File: config.mk
export PLATFORM = sky130hd
export DESIGN_NAME = decodificador
export DESIGN_NICKNAME = d
export VERILOG_FILES = /design/src/rtl/codif_pkg.sv /design/src/rtl/decodificador_gray_bit_step.sv /design/src/rtl/decodificador.sv
export SDC_FILE = /design/constraint.sdc
export NUM_CORES = 1
export LEC_CHECK = 0
export CAP_MARGIN = 20
export CORE_UTILIZATION = 45
export CTS_CLUSTER_DIAMETER = 40
export CTS_CLUSTER_SIZE = 10
export DETAILED_ROUTE_END_ITERATION = 10
export PLACE_DENSITY = 0.78
export SETUP_SLACK_MARGIN = 0.1
export SLEW_MARGIN = 20
export SYNTH_ARGS = -nofsm -noshare
export SYNTH_HDL_FRONTEND = slang
export SYNTH_SLANG_ARGS = --single-unit
export TNS_END_PERCENT = 10
File: constraint.sdc
create_clock -name clk -period 1.6 [get_ports clk]
set_input_delay 0.32 -clock clk [delete_from_list [all_inputs] [get_ports clk]]
set_output_delay 0.32 -clock clk [all_outputs]
set_load 0.02 [all_outputs]
File: src/rtl/codif_pkg.sv
// Shared constants and types for the Gray-code encoder/decoder pair.
package codif_pkg;

    // Width of a code word / decoded nibble.
    localparam int CODE_W = 4;

    // Bit index loaded at capture; the decode walks from here down to 0.
    localparam logic [1:0] IDX_MSB = 2'd3;

    // Decoder FSM states.
    typedef enum logic {
        ST_IDLE = 1'b0,
        ST_STEP = 1'b1
    } state_t;

endpackage

File: src/rtl/decodificador_gray_bit_step.sv
// One stage of the Gray decode recurrence: next bit = previous bit ^ code bit.
module gray_bit_step (
    input  logic prev_i,
    input  logic code_bit_i,
    output logic next_o
);

    assign next_o = prev_i ^ code_bit_i;

endmodule

File: src/rtl/decodificador.sv
// Serial Gray-code decoder: captures S3..S0 on ready, recovers A..D one bit
// per clock MSB first, then publishes the nibble with a one-cycle valid pulse.
module decodificador
    import codif_pkg::*;
(
    input  logic clk,
    input  logic reset,
    input  logic S3,
    input  logic S2,
    input  logic S1,
    input  logic S0,
    input  logic ready,
    output logic A,
    output logic B,
    output logic C,
    output logic D,
    output logic valid,
    output logic busy,
    output logic ovr
);

    state_t              state_q;
    logic [CODE_W-1:0]   shreg_q;
    logic [CODE_W-1:0]   stage_q;
    logic [CODE_W-1:0]   stage_d;
    logic [CODE_W-1:0]   abcd_q;
    logic [1:0]          idx_q;
    logic                run_q;
    logic                next_bit;
    logic                valid_q;
    logic                busy_q;
    logic                ovr_q;

    // The bit being decoded this cycle comes from the running bit and the
    // code bit currently at the top of the shift register.
    gray_bit_step u_step (
        .prev_i     (run_q),
        .code_bit_i (shreg_q[CODE_W-1]),
        .next_o     (next_bit)
    );

    // Staging word with this cycle's bit merged in, so the last step can
    // publish the complete nibble on the same edge it is computed.
    always_comb begin
        stage_d        = stage_q;
        stage_d[idx_q] = next_bit;
    end

    // Decoder FSM with datapath registers and registered status outputs.
    always_ff @(posedge clk) begin
        if (reset) begin
            state_q <= ST_IDLE;
            shreg_q <= '0;
            stage_q <= '0;
            abcd_q  <= '0;
            idx_q   <= '0;
            run_q   <= 1'b0;
            valid_q <= 1'b0;
            busy_q  <= 1'b0;
            ovr_q   <= 1'b0;
        end else begin
            valid_q <= 1'b0;
            ovr_q   <= 1'b0;
            case (state_q)
                ST_IDLE: begin
                    if (ready) begin
                        shreg_q <= {S3, S2, S1, S0};
                        run_q   <= 1'b0;
                        idx_q   <= IDX_MSB;
                        state_q <= ST_STEP;
                        busy_q  <= 1'b1;
                    end
                end
                ST_STEP: begin
                    // A strobe arriving mid-decode is dropped and flagged.
                    ovr_q   <= ready;
                    run_q   <= next_bit;
                    stage_q <= stage_d;
                    shreg_q <= {shreg_q[CODE_W-2:0], 1'b0};
                    idx_q   <= idx_q - 2'd1;
                    if (idx_q == 2'd0) begin
                        abcd_q  <= stage_d;
                        valid_q <= 1'b1;
                        busy_q  <= 1'b0;
                        state_q <= ST_IDLE;
                    end
                end
                default: begin
                    state_q <= ST_IDLE;
                    busy_q  <= 1'b0;
                end
            endcase
        end
    end

    assign A     = abcd_q[3];
    assign B     = abcd_q[2];
    assign C     = abcd_q[1];
    assign D     = abcd_q[0];
    assign valid = valid_q;
    assign busy  = busy_q;
    assign ovr   = ovr_q;

endmodule

==> impl_metrics.py, run 1 <==
metrics = {
    "status": {
        "status": "complete, no violations",
    },
    "synthesis": {
        "netlist.top_cell.by_area": "dfxtp_1",
        "ys_types": 20,
        "synth.net_count": 93,
        "yosysMostFrequentCell": "dfxtp_1",
        "syn_avg_cell_area_um2": 9.61,
        "synth_ff_type": "dfxtp_1",
        "synth_edf_count": 0,
        "synthesis.area_um2": 778,
        "seq_area_frac_synth_pct": 46.3,
        "synthTopCellsByArea": "dfxtp_1 46%, ha_1 8.0%, a21oi_1 6.4%, mux2i_1 6.4%, mux2_2 4.3%",
        "postSynthCellCount": 81,
        "yosysWarnings": 0,
        "synth_top_area_share_pct": 46.3,
        "async_flop_share_pct": 0,
        "postSynthRegisterBits": 18,
        "synth_common_cells": "18 x dfxtp_1, 10 x a21oi_1, 8 x nand2_1, 8 x nor2_1",
    },
    "final_layout": {
        "drive_above_1_share_pct": 10.5,
        "syn2layout_area_growth_pct": 24.1,
        "num-fill-cells": 134,
        "stdcell_area_um2": 966,
        "num-nets-final": 109,
        "num_antenna_cells": 0,
        "instances_no_fill": 111,
        "post-route-util_pct": 62.0,
    },
    "clocking": {
        "cts_buffer_depth": 2,
        "cts_root_buf": "clkbuf_4",
        "hold_buffers": 0,
        "clk_pin_slew_worst_paths_ns": 0.09,
        "cts_tree": "built",
        "cts_made_buffers": 3,
        "clk_latency_ns": 0.29,
        "cts_setup_buffers": 0,
        "cts_sinks": 18,
        "htree_num_levels": 1,
    },
    "worst_setup_path": {
        "path_cells": "inv_1 -> ha_1 -> nand2_1 -> a211o_1 -> a21oi_1",
        "slowest_stage": "dfxtp_1",
        "required_ns": 1.83,
        "path_class": "reg2reg",
        "r2r_cells": 5,
        "ff2ff_setup_slack_ns": 0.26,
        "critPathMaxFanout": 6,
        "startpoint_type": "flip-flop",
        "worstPathArrival_ns": 1.56,
        "reg2reg_from": "idx_q[0]",
        "r2r-end": "abcd_q[1]",
        "cpPeakStageDelay_ns": 0.36,
        "endpoint_kind": "flip-flop",
    },
    "global_routing": {
        "use_met1_pct": 20.6,
        "gr-usage-met2_pct": 26.0,
        "grt_pass1_vias": 549,
        "grt_pass1_wl_um": 2260,
        "met3_usage_pct": 2.50,
        "grtUsageTotal_pct": 16.2,
        "overflow": 0,
        "grt_max_degree": 22,
        "antenna_found_initial": 0,
        "globalRoute.busiestLayer": "met2",
    },
    "timing": {
        "finalSetupTns_ns": 0,
        "clock.fmax_ghz": 0.748,
        "rsz0062_at_grt": "false",
        "setup_viol": 0,
        "worst_pin_slew_ns": 0.322,
        "skew_ns": 0.00105,
        "hold_ws_ns": 0.452,
        "final_hold_viol_count": 0,
        "max-slew-margin-rel_pct": 78.4,
        "period_share_pct": 83.5,
        "period_needed_ns": 1.34,
        "slew_violations": 0,
    },
    "route": {
        "drt-vias-per-instance": 5.40,
        "drtAntennaViolNets": 0,
        "first_pass_iters": 4,
        "routed_wl_um": 1290,
        "vias": 599,
        "post_drt_wl_per_cell_um": 11.6,
        "drcViolationCount": 0,
        "drt_iter0_drc": 13,
    },
    "placement": {
        "gp_congestion": 0.632,
        "dp_hpwl_um": 901,
        "place_area_um2": 930,
        "post-place-cells": 108,
        "portBuffers": 13,
    },
    "min_path": {
        "hold_depth": 2,
        "hold_path.class": "reg2reg",
        "hp-start": "abcd_q[2]",
        "holdPathEnd": "abcd_q[2]",
    },
    "power": {
        "worst_ir_drop_vdd_v": 0.000546,
        "leakage_uw": 0.000467,
        "power_density_nw_per_um2": 894,
    },
    "floorplan": {
        "dieHeight_um": 43.6,
        "coreArea_um2": 1560,
        "fp.dieW_um": 43.6,
        "rows": 14,
        "die-area_um2": 1900,
        "start_util_pct": 49.9,
        "ioPinCount": 14,
    },
    "flow_run": {
        "drv_cap": 0,
    },
}
[flip-flops by register name, indices dropped and copies added (netlist names)]
name and cells:
busy 1, idx_q 2, valid 1, run_q 1, stage_q 3, abcd_q 4
shreg_q 4, ovr 1, state_q 1
[critical path: cells and delay by family (launching register included)]
family	cells	cell delay, ns
AO/OA/AOI/OAI	2	0.45
flip-flops	1	0.36
buffers and inverters	1	0.12
adder cells (fa/ha/maj)	1	0.19
AND/OR/NAND/NOR	1	0.15
[cells by family after synthesis]
kind of cell | Yosys count | synth area share (%)
adder cells (fa/ha/maj) | 5 | 8.04
AO/OA/AOI/OAI | 19 | 16.1
flip-flops | 18 | 46.3
multiplexers | 8 | 10.8
XOR/XNOR | 1 | 2.09
AND/OR/NAND/NOR | 23 | 13.0
buffers and inverters | 7 | 3.70
[final cells by class]
type | count | area, µm² | area share (%)
Sequential cell | 18 | 360 | 37.3
Tap cell | 16 | 20.0 | 2.07
Timing Repair Buffer | 16 | 166 | 17.2
Clock buffer | 3 | 22.5 | 2.33
Multi-Input combinational cell | 56 | 389 | 40.3
Inverter | 2 | 7.51 | 0.777
[worst max-delay path by stage]
stage	startpoint	to	slack (ns)
6_report	idx_q[0]	abcd_q[1]	0.26
3_3_place_gp	ready	shreg_q[2]	0.07
3_5_place_dp	ready	shreg_q[1]	0.03
2_1_floorplan	idx_q[0]	abcd_q[1]	0.45
5_1_grt	idx_q[0]	abcd_q[1]	0.12
4_1_cts	abcd_q[0]	D	0.03
[cells in the final DEF (no fill, tap or decap), drive strengths merged, types with 2 or more instances in the layout]
| master | count |
|---|---|
| nor3 | 3 |
| nand2 | 8 |
| a311oi | 3 |
| a211oi | 2 |
| buf | 3 |
| ha | 5 |
| clkdlybuf4s50 | 6 |
| mux2i | 5 |
| inv | 2 |
| dfxtp | 18 |
| nor2 | 8 |
| dlymetal6s2s | 6 |
| nand2b | 2 |
| a21oi | 10 |
| clkbuf | 3 |
| a211o | 3 |
| mux2 | 3 |
[metal layers]
layer  wire length, µm  part of all wire (%)
met1               589                    46
met2               616                    48
met3                46                   3.6
met4                36                   2.8
met5                 0                     0
[stage by stage]
| stage | setup WS (ns) | power (µW) |
|---|---|---|
| after CTS | 0.0343 | 878 |
| after global placement | 0.0656 | 656 |
| after floorplan | 0.448 | 608 |
| final | 0.263 | 864 |
| after detailed placement | 0.0282 | 660 |
| after global routing | 0.122 | 916 |
[what timing repair did]
item | 4_1_cts | 5_1_grt
resized for setup | 1 | 6
endpoints found under the hold margin | 0 | 0
setup endpoints to repair | 7 | 6
[power breakdown]
group	leakage, µW	switching (µW)	internal, µW
Sequential	0.000147	17.7	474
Combinational	0.000306	79.6	75.3
Clock	0.0000138	129	87.6
Total	0.000467	227	637
(Power assumes the default switching activity.)
==> run 2: changes to the inputs <==
Clock period 1.6 ns to 1.28 ns, I/O delays scaled along.
==> impl_metrics.py, run 2 (synthesis gave the netlist of run 1 again) <==
metrics = {
    "timing": {
        "period_needed_ns": 1.19,
        "slew_violations": 0,
        "worst_pin_slew_ns": 0.329,
        "max-slew-margin-rel_pct": 78.0,
        "finalWorstSetupSlack_ns": 0.0921,
        "clock.fmax_ghz": 0.842,
        "rsz0062_at_grt": "true",
        "final_hold_viol_count": 0,
        "skew_ns": 0.00246,
        "period_share_pct": 92.8,
        "setup_viol": 0,
    },
    "global_routing": {
        "antenna_found_initial": 0,
        "grt_pass1_wl_um": 2390,
        "grtUsageTotal_pct": 17.4,
        "grt_pass1_vias": 555,
        "overflow": 0,
        "grt_max_degree": 17,
    },
    "floorplan": {
        "start_util_pct": 49.9,
        "dieHeight_um": 43.6,
        "coreArea_um2": 1560,
        "rows": 14,
        "fp.dieW_um": 43.6,
        "die-area_um2": 1900,
        "ioPinCount": 14,
    },
    "final_layout": {
        "instances_no_fill": 115,
        "post-route-util_pct": 64.9,
        "drive_above_1_share_pct": 24.2,
        "stdcell_area_um2": 1010,
        "syn2layout_area_growth_pct": 30.1,
        "num_antenna_cells": 0,
        "final_common_cell": "dfxtp_1",
        "num-nets-final": 112,
        "reg_top3": "abcd_q (4), shreg_q (4), stage_q (3)",
        "layout_common_cells": "16 x dfxtp_1, 8 x a21oi_1, 8 x nor2_1, 7 x nand2_1, 6 x clkdlybuf4s50_1",
    },
    "route": {
        "drt-met1-wl_um": 618,
        "routed_wl_um": 1340,
        "drt_iter0_drc": 8,
        "drt-vias-per-instance": 5.30,
        "drtAntennaViolNets": 0,
        "first_pass_iters": 4,
        "top_layer_used": "met4",
        "wl_met3_um": 41,
        "drcViolationCount": 0,
        "vias": 610,
        "wl_met2_um": 654,
        "post_drt_wl_per_cell_um": 11.7,
    },
    "worst_setup_path": {
        "r2r-end": "abcd_q[2]",
        "cpPeakStageDelay_ns": 0.34,
        "cp.depth": 1,
        "path_cells": "clkdlybuf4s15_1",
        "r2r_cells": 5,
        "cp-startpoint": "abcd_q[2]",
        "reg2reg_from": "idx_q[0]",
        "worstPathArrival_ns": 0.93,
        "slowest_stage": "dfxtp_1",
        "ff2ff_setup_slack_ns": 0.10,
        "cp.buffers_inverters": 1,
        "required_ns": 1.02,
        "path_class": "reg2out",
        "crit_end": "B",
        "critPathMaxFanout": 2,
        "endpoint_kind": "output port",
        "cp_top_family": "flip-flops",
        "startpoint_type": "flip-flop",
    },
    "min_path": {
        "hold_path.class": "reg2reg",
    },
    "clocking": {
        "clk_pin_slew_worst_paths_ns": 0.10,
        "clk_latency_ns": 0.29,
        "cts_setup_buffers": 0,
        "hold_buffers": 0,
        "cts_buffer_depth": 2,
        "cts_sinks": 18,
        "htree_num_levels": 1,
        "cts_made_buffers": 3,
        "cts_tree": "built",
        "cts_root_buf": "clkbuf_4",
    },
    "power": {
        "leakage_uw": 0.000396,
        "worst_ir_drop_vdd_v": 0.000907,
        "power_density_nw_per_um2": 1160,
        "p_total_uw": 1170,
    },
    "placement": {
        "post-place-cells": 111,
        "dp_slack_ns": -0.203,
        "dp_hpwl_um": 1020,
        "portBuffers": 13,
        "place_area_um2": 965,
        "gp_congestion": 0.658,
    },
    "flow_run": {
        "drv_cap": 0,
    },
    "status": {
        "status": "complete, no violations",
    },
}
run 2: worst min-delay path by stage:
stage               cells past startpoint    endpoint       from  slack, ns
finish                                  2   abcd_q[3]  abcd_q[3]       0.46
global route                            1   abcd_q[0]  abcd_q[0]       0.49
CTS                                     2   abcd_q[1]  abcd_q[1]       0.46
detailed placement                      2   abcd_q[1]  abcd_q[1]       0.45
global placement                        2   abcd_q[3]  abcd_q[3]       0.44
floorplan                               2  shreg_q[0]         S0       0.45
run 2: layer usage:
| layer | GRT usage (%) | up-vias |
|---|---|---|
| met5 | 0 | - |
| li1 | - | 316 |
| met3 | 2.50 | 4 |
| met2 | 27.8 | 10 |
| met4 | 11.3 | 0 |
| met1 | 21.9 | 280 |
run 2: power breakdown:
group          leakage (µW)  internal [µW]  total [µW]  switching (µW)
combinational      0.000227            106         207             101
clock             0.0000210            173         344             171
sequential         0.000148            594         623            29.0
total              0.000396            874        1170             301
run 2: layout make-up:
type / instances / area [µm²]
Fill cell: 146 / 547
Multi-Input combinational cell: 56 / 402
Sequential cell: 18 / 365
Timing Repair Buffer: 19 / 181
Clock buffer: 4 / 36.3
Tap cell: 16 / 20.0
Inverter: 2 / 7.51
run 2: timing repair:
item	4_1_cts	5_1_grt
gates resized for setup	18	5
setup endpoints to repair	11	16
pin swaps	0	1
run 2: stage by stage:
stage          hold WS (ns)  setup TNS (ns)
3_5_place_dp          0.446          -0.770
5_1_grt               0.490               0
4_1_cts               0.460               0
2_1_floorplan         0.451               0
3_3_place_gp          0.440          -0.497
6_report              0.455               0
==> run 3: changes to the inputs <==
Settings changed: CORE_ASPECT_RATIO set to 1.25.
==> impl_metrics.py, run 3 (synthesis gave the netlist of run 1 again) <==
metrics = {
    "route": {
        "vias": 606,
        "drt-vias-per-instance": 5.18,
        "first_pass_iters": 3,
        "drtAntennaViolNets": 0,
        "drcViolationCount": 0,
        "routed_wl_um": 1360,
        "drt_iter0_drc": 4,
        "post_drt_wl_per_cell_um": 11.6,
    },
    "status": {
        "status": "complete, no violations",
    },
    "clocking": {
        "clk_latency_ns": 0.30,
        "cts_root_buf": "clkbuf_4",
        "cts_sinks": 18,
        "cts_made_buffers": 3,
        "hold_buffers": 0,
        "clk_pin_slew_worst_paths_ns": 0.10,
        "cts_buffer_depth": 2,
        "cts_setup_buffers": 0,
        "htree_num_levels": 1,
        "cts_tree": "built",
    },
    "timing": {
        "period_share_pct": 93.3,
        "setup_viol": 0,
        "slew_violations": 0,
        "rsz0062_at_grt": "true",
        "finalWorstSetupSlack_ns": 0.0856,
        "hold_ws_ns": 0.442,
        "max-slew-margin-rel_pct": 77.0,
        "finalSetupTns_ns": 0,
        "skew_ns": 0.00297,
        "clock.fmax_ghz": 0.837,
        "worst_pin_slew_ns": 0.344,
        "period_needed_ns": 1.19,
        "final_hold_viol_count": 0,
    },
    "placement": {
        "post-place-cells": 114,
        "gp_congestion": 0.667,
        "portBuffers": 13,
        "dp_hpwl_um": 1010,
        "dp_slack_ns": -0.217,
    },
    "floorplan": {
        "start_util_pct": 48.6,
        "ioPinCount": 14,
        "dieHeight_um": 48.5,
        "coreArea_um2": 1600,
        "die-area_um2": 1900,
        "rows": 16,
        "fp.dieW_um": 39.2,
    },
    "worst_setup_path": {
        "cp.buffers_inverters": 1,
        "r2r-end": "abcd_q[1]",
        "critPathMaxFanout": 2,
        "slowest_stage": "dfxtp_1",
        "cpPeakStageDelay_ns": 0.35,
        "r2r_cells": 5,
        "reg2reg_from": "idx_q[0]",
        "cp_top_family": "flip-flops",
        "required_ns": 1.02,
        "ff2ff_setup_slack_ns": 0.10,
        "worstPathArrival_ns": 0.94,
        "path_cells": "clkdlybuf4s15_1",
        "path_class": "reg2out",
        "startpoint_type": "flip-flop",
        "endpoint_kind": "output port",
    },
    "final_layout": {
        "syn2layout_area_growth_pct": 28.1,
        "num_antenna_cells": 0,
        "drive_above_1_share_pct": 22.2,
        "instances_no_fill": 117,
        "reg_top3": "abcd_q (4), shreg_q (4), stage_q (3)",
        "post-route-util_pct": 62.3,
        "final_common_cell": "dfxtp_1",
        "num-nets-final": 113,
        "layout_common_cells": "16 x dfxtp_1, 9 x a21oi_1, 8 x nor2_1, 7 x nand2_1, 7 x buf_4",
    },
    "global_routing": {
        "antenna_found_initial": 0,
        "grt_max_degree": 14,
        "overflow": 0,
        "grt_pass1_wl_um": 2250,
        "grt_pass1_vias": 539,
        "grtUsageTotal_pct": 16.5,
    },
    "min_path": {
        "hold_path.class": "in2reg",
        "holdPathEnd": "ovr",
        "hold_depth": 4,
        "hp-start": "ready",
    },
    "power": {
        "leakage_uw": 0.000399,
        "worst_ir_drop_vdd_v": 0.000654,
        "power_density_nw_per_um2": 1110,
    },
    "flow_run": {
        "drv_cap": 0,
    },
}
run 3: changes by cell type in the layout (fill, tap and decap cells not counted):
cell / delta
clkbuf_2: -1
clkdlybuf4s15_1: +1
dfxtp_2: +1
buf_12: -1
clkbuf_8: -1
buf_4: +2
dlymetal6s2s_1: +1
clkdlybuf4s50_1: -1
a21oi_1: +1
dfxtp_4: -1
a21oi_2: -1
run 3: report_power, final:
group,internal [µW],switching (µW),total [µW]
sequential,594,25.0,619
clock,110,177,286
combinational,103,103,206
total,807,305,1110
run 3: tightest hold or removal path, cell delays in order:
cell,delay [ns]
dlymetal6s2s_1,0.18
buf_4,0.17
nand2_1,0.06
nor2_1,0.03
run 3: per-layer routing:
metal / vias to the layer above / track usage, % / share of wire, % / routed length [µm]
met5: - / 0 / 0 / 0
met4: 0 / 8.62 / 1.7 / 23
met3: 2 / 2.75 / 1.7 / 23
met2: 6 / 26.4 / 49 / 661
met1: 279 / 20.4 / 48 / 653
li1: 319 / - / - / -
run 3: layout make-up:
type / count / area, µm²
fillers: 141 / 604
multi-input cells: 56 / 398
flip-flops and latches: 18 / 363
repair buffers: 20 / 184
clock buffers: 3 / 22.5
well taps: 18 / 22.5
inverters: 2 / 7.51
run 3: repair_timing:
action,CTS,global route
resized for setup,18,3
pin swaps,0,0
endpoints found under the setup margin,11,14
run 3: how the worst max path moves through the flow:
stage	start	endpoint	cells past startpoint
floorplan	idx_q[0]	abcd_q[1]	5
global placement	ready	shreg_q[1]	4
detailed placement	ready	shreg_q[2]	4
CTS	valid	valid	1
global route	idx_q[0]	abcd_q[2]	5
finish	abcd_q[2]	B	1
run 3: metrics by stage:
stage / instance area (µm²) / total power [µW]
finish: 997 / 1110
global route: 997 / 1160
CTS: 990 / 1120
detailed placement: 962 / 838
global placement: 962 / 831
floorplan: 778 / 760
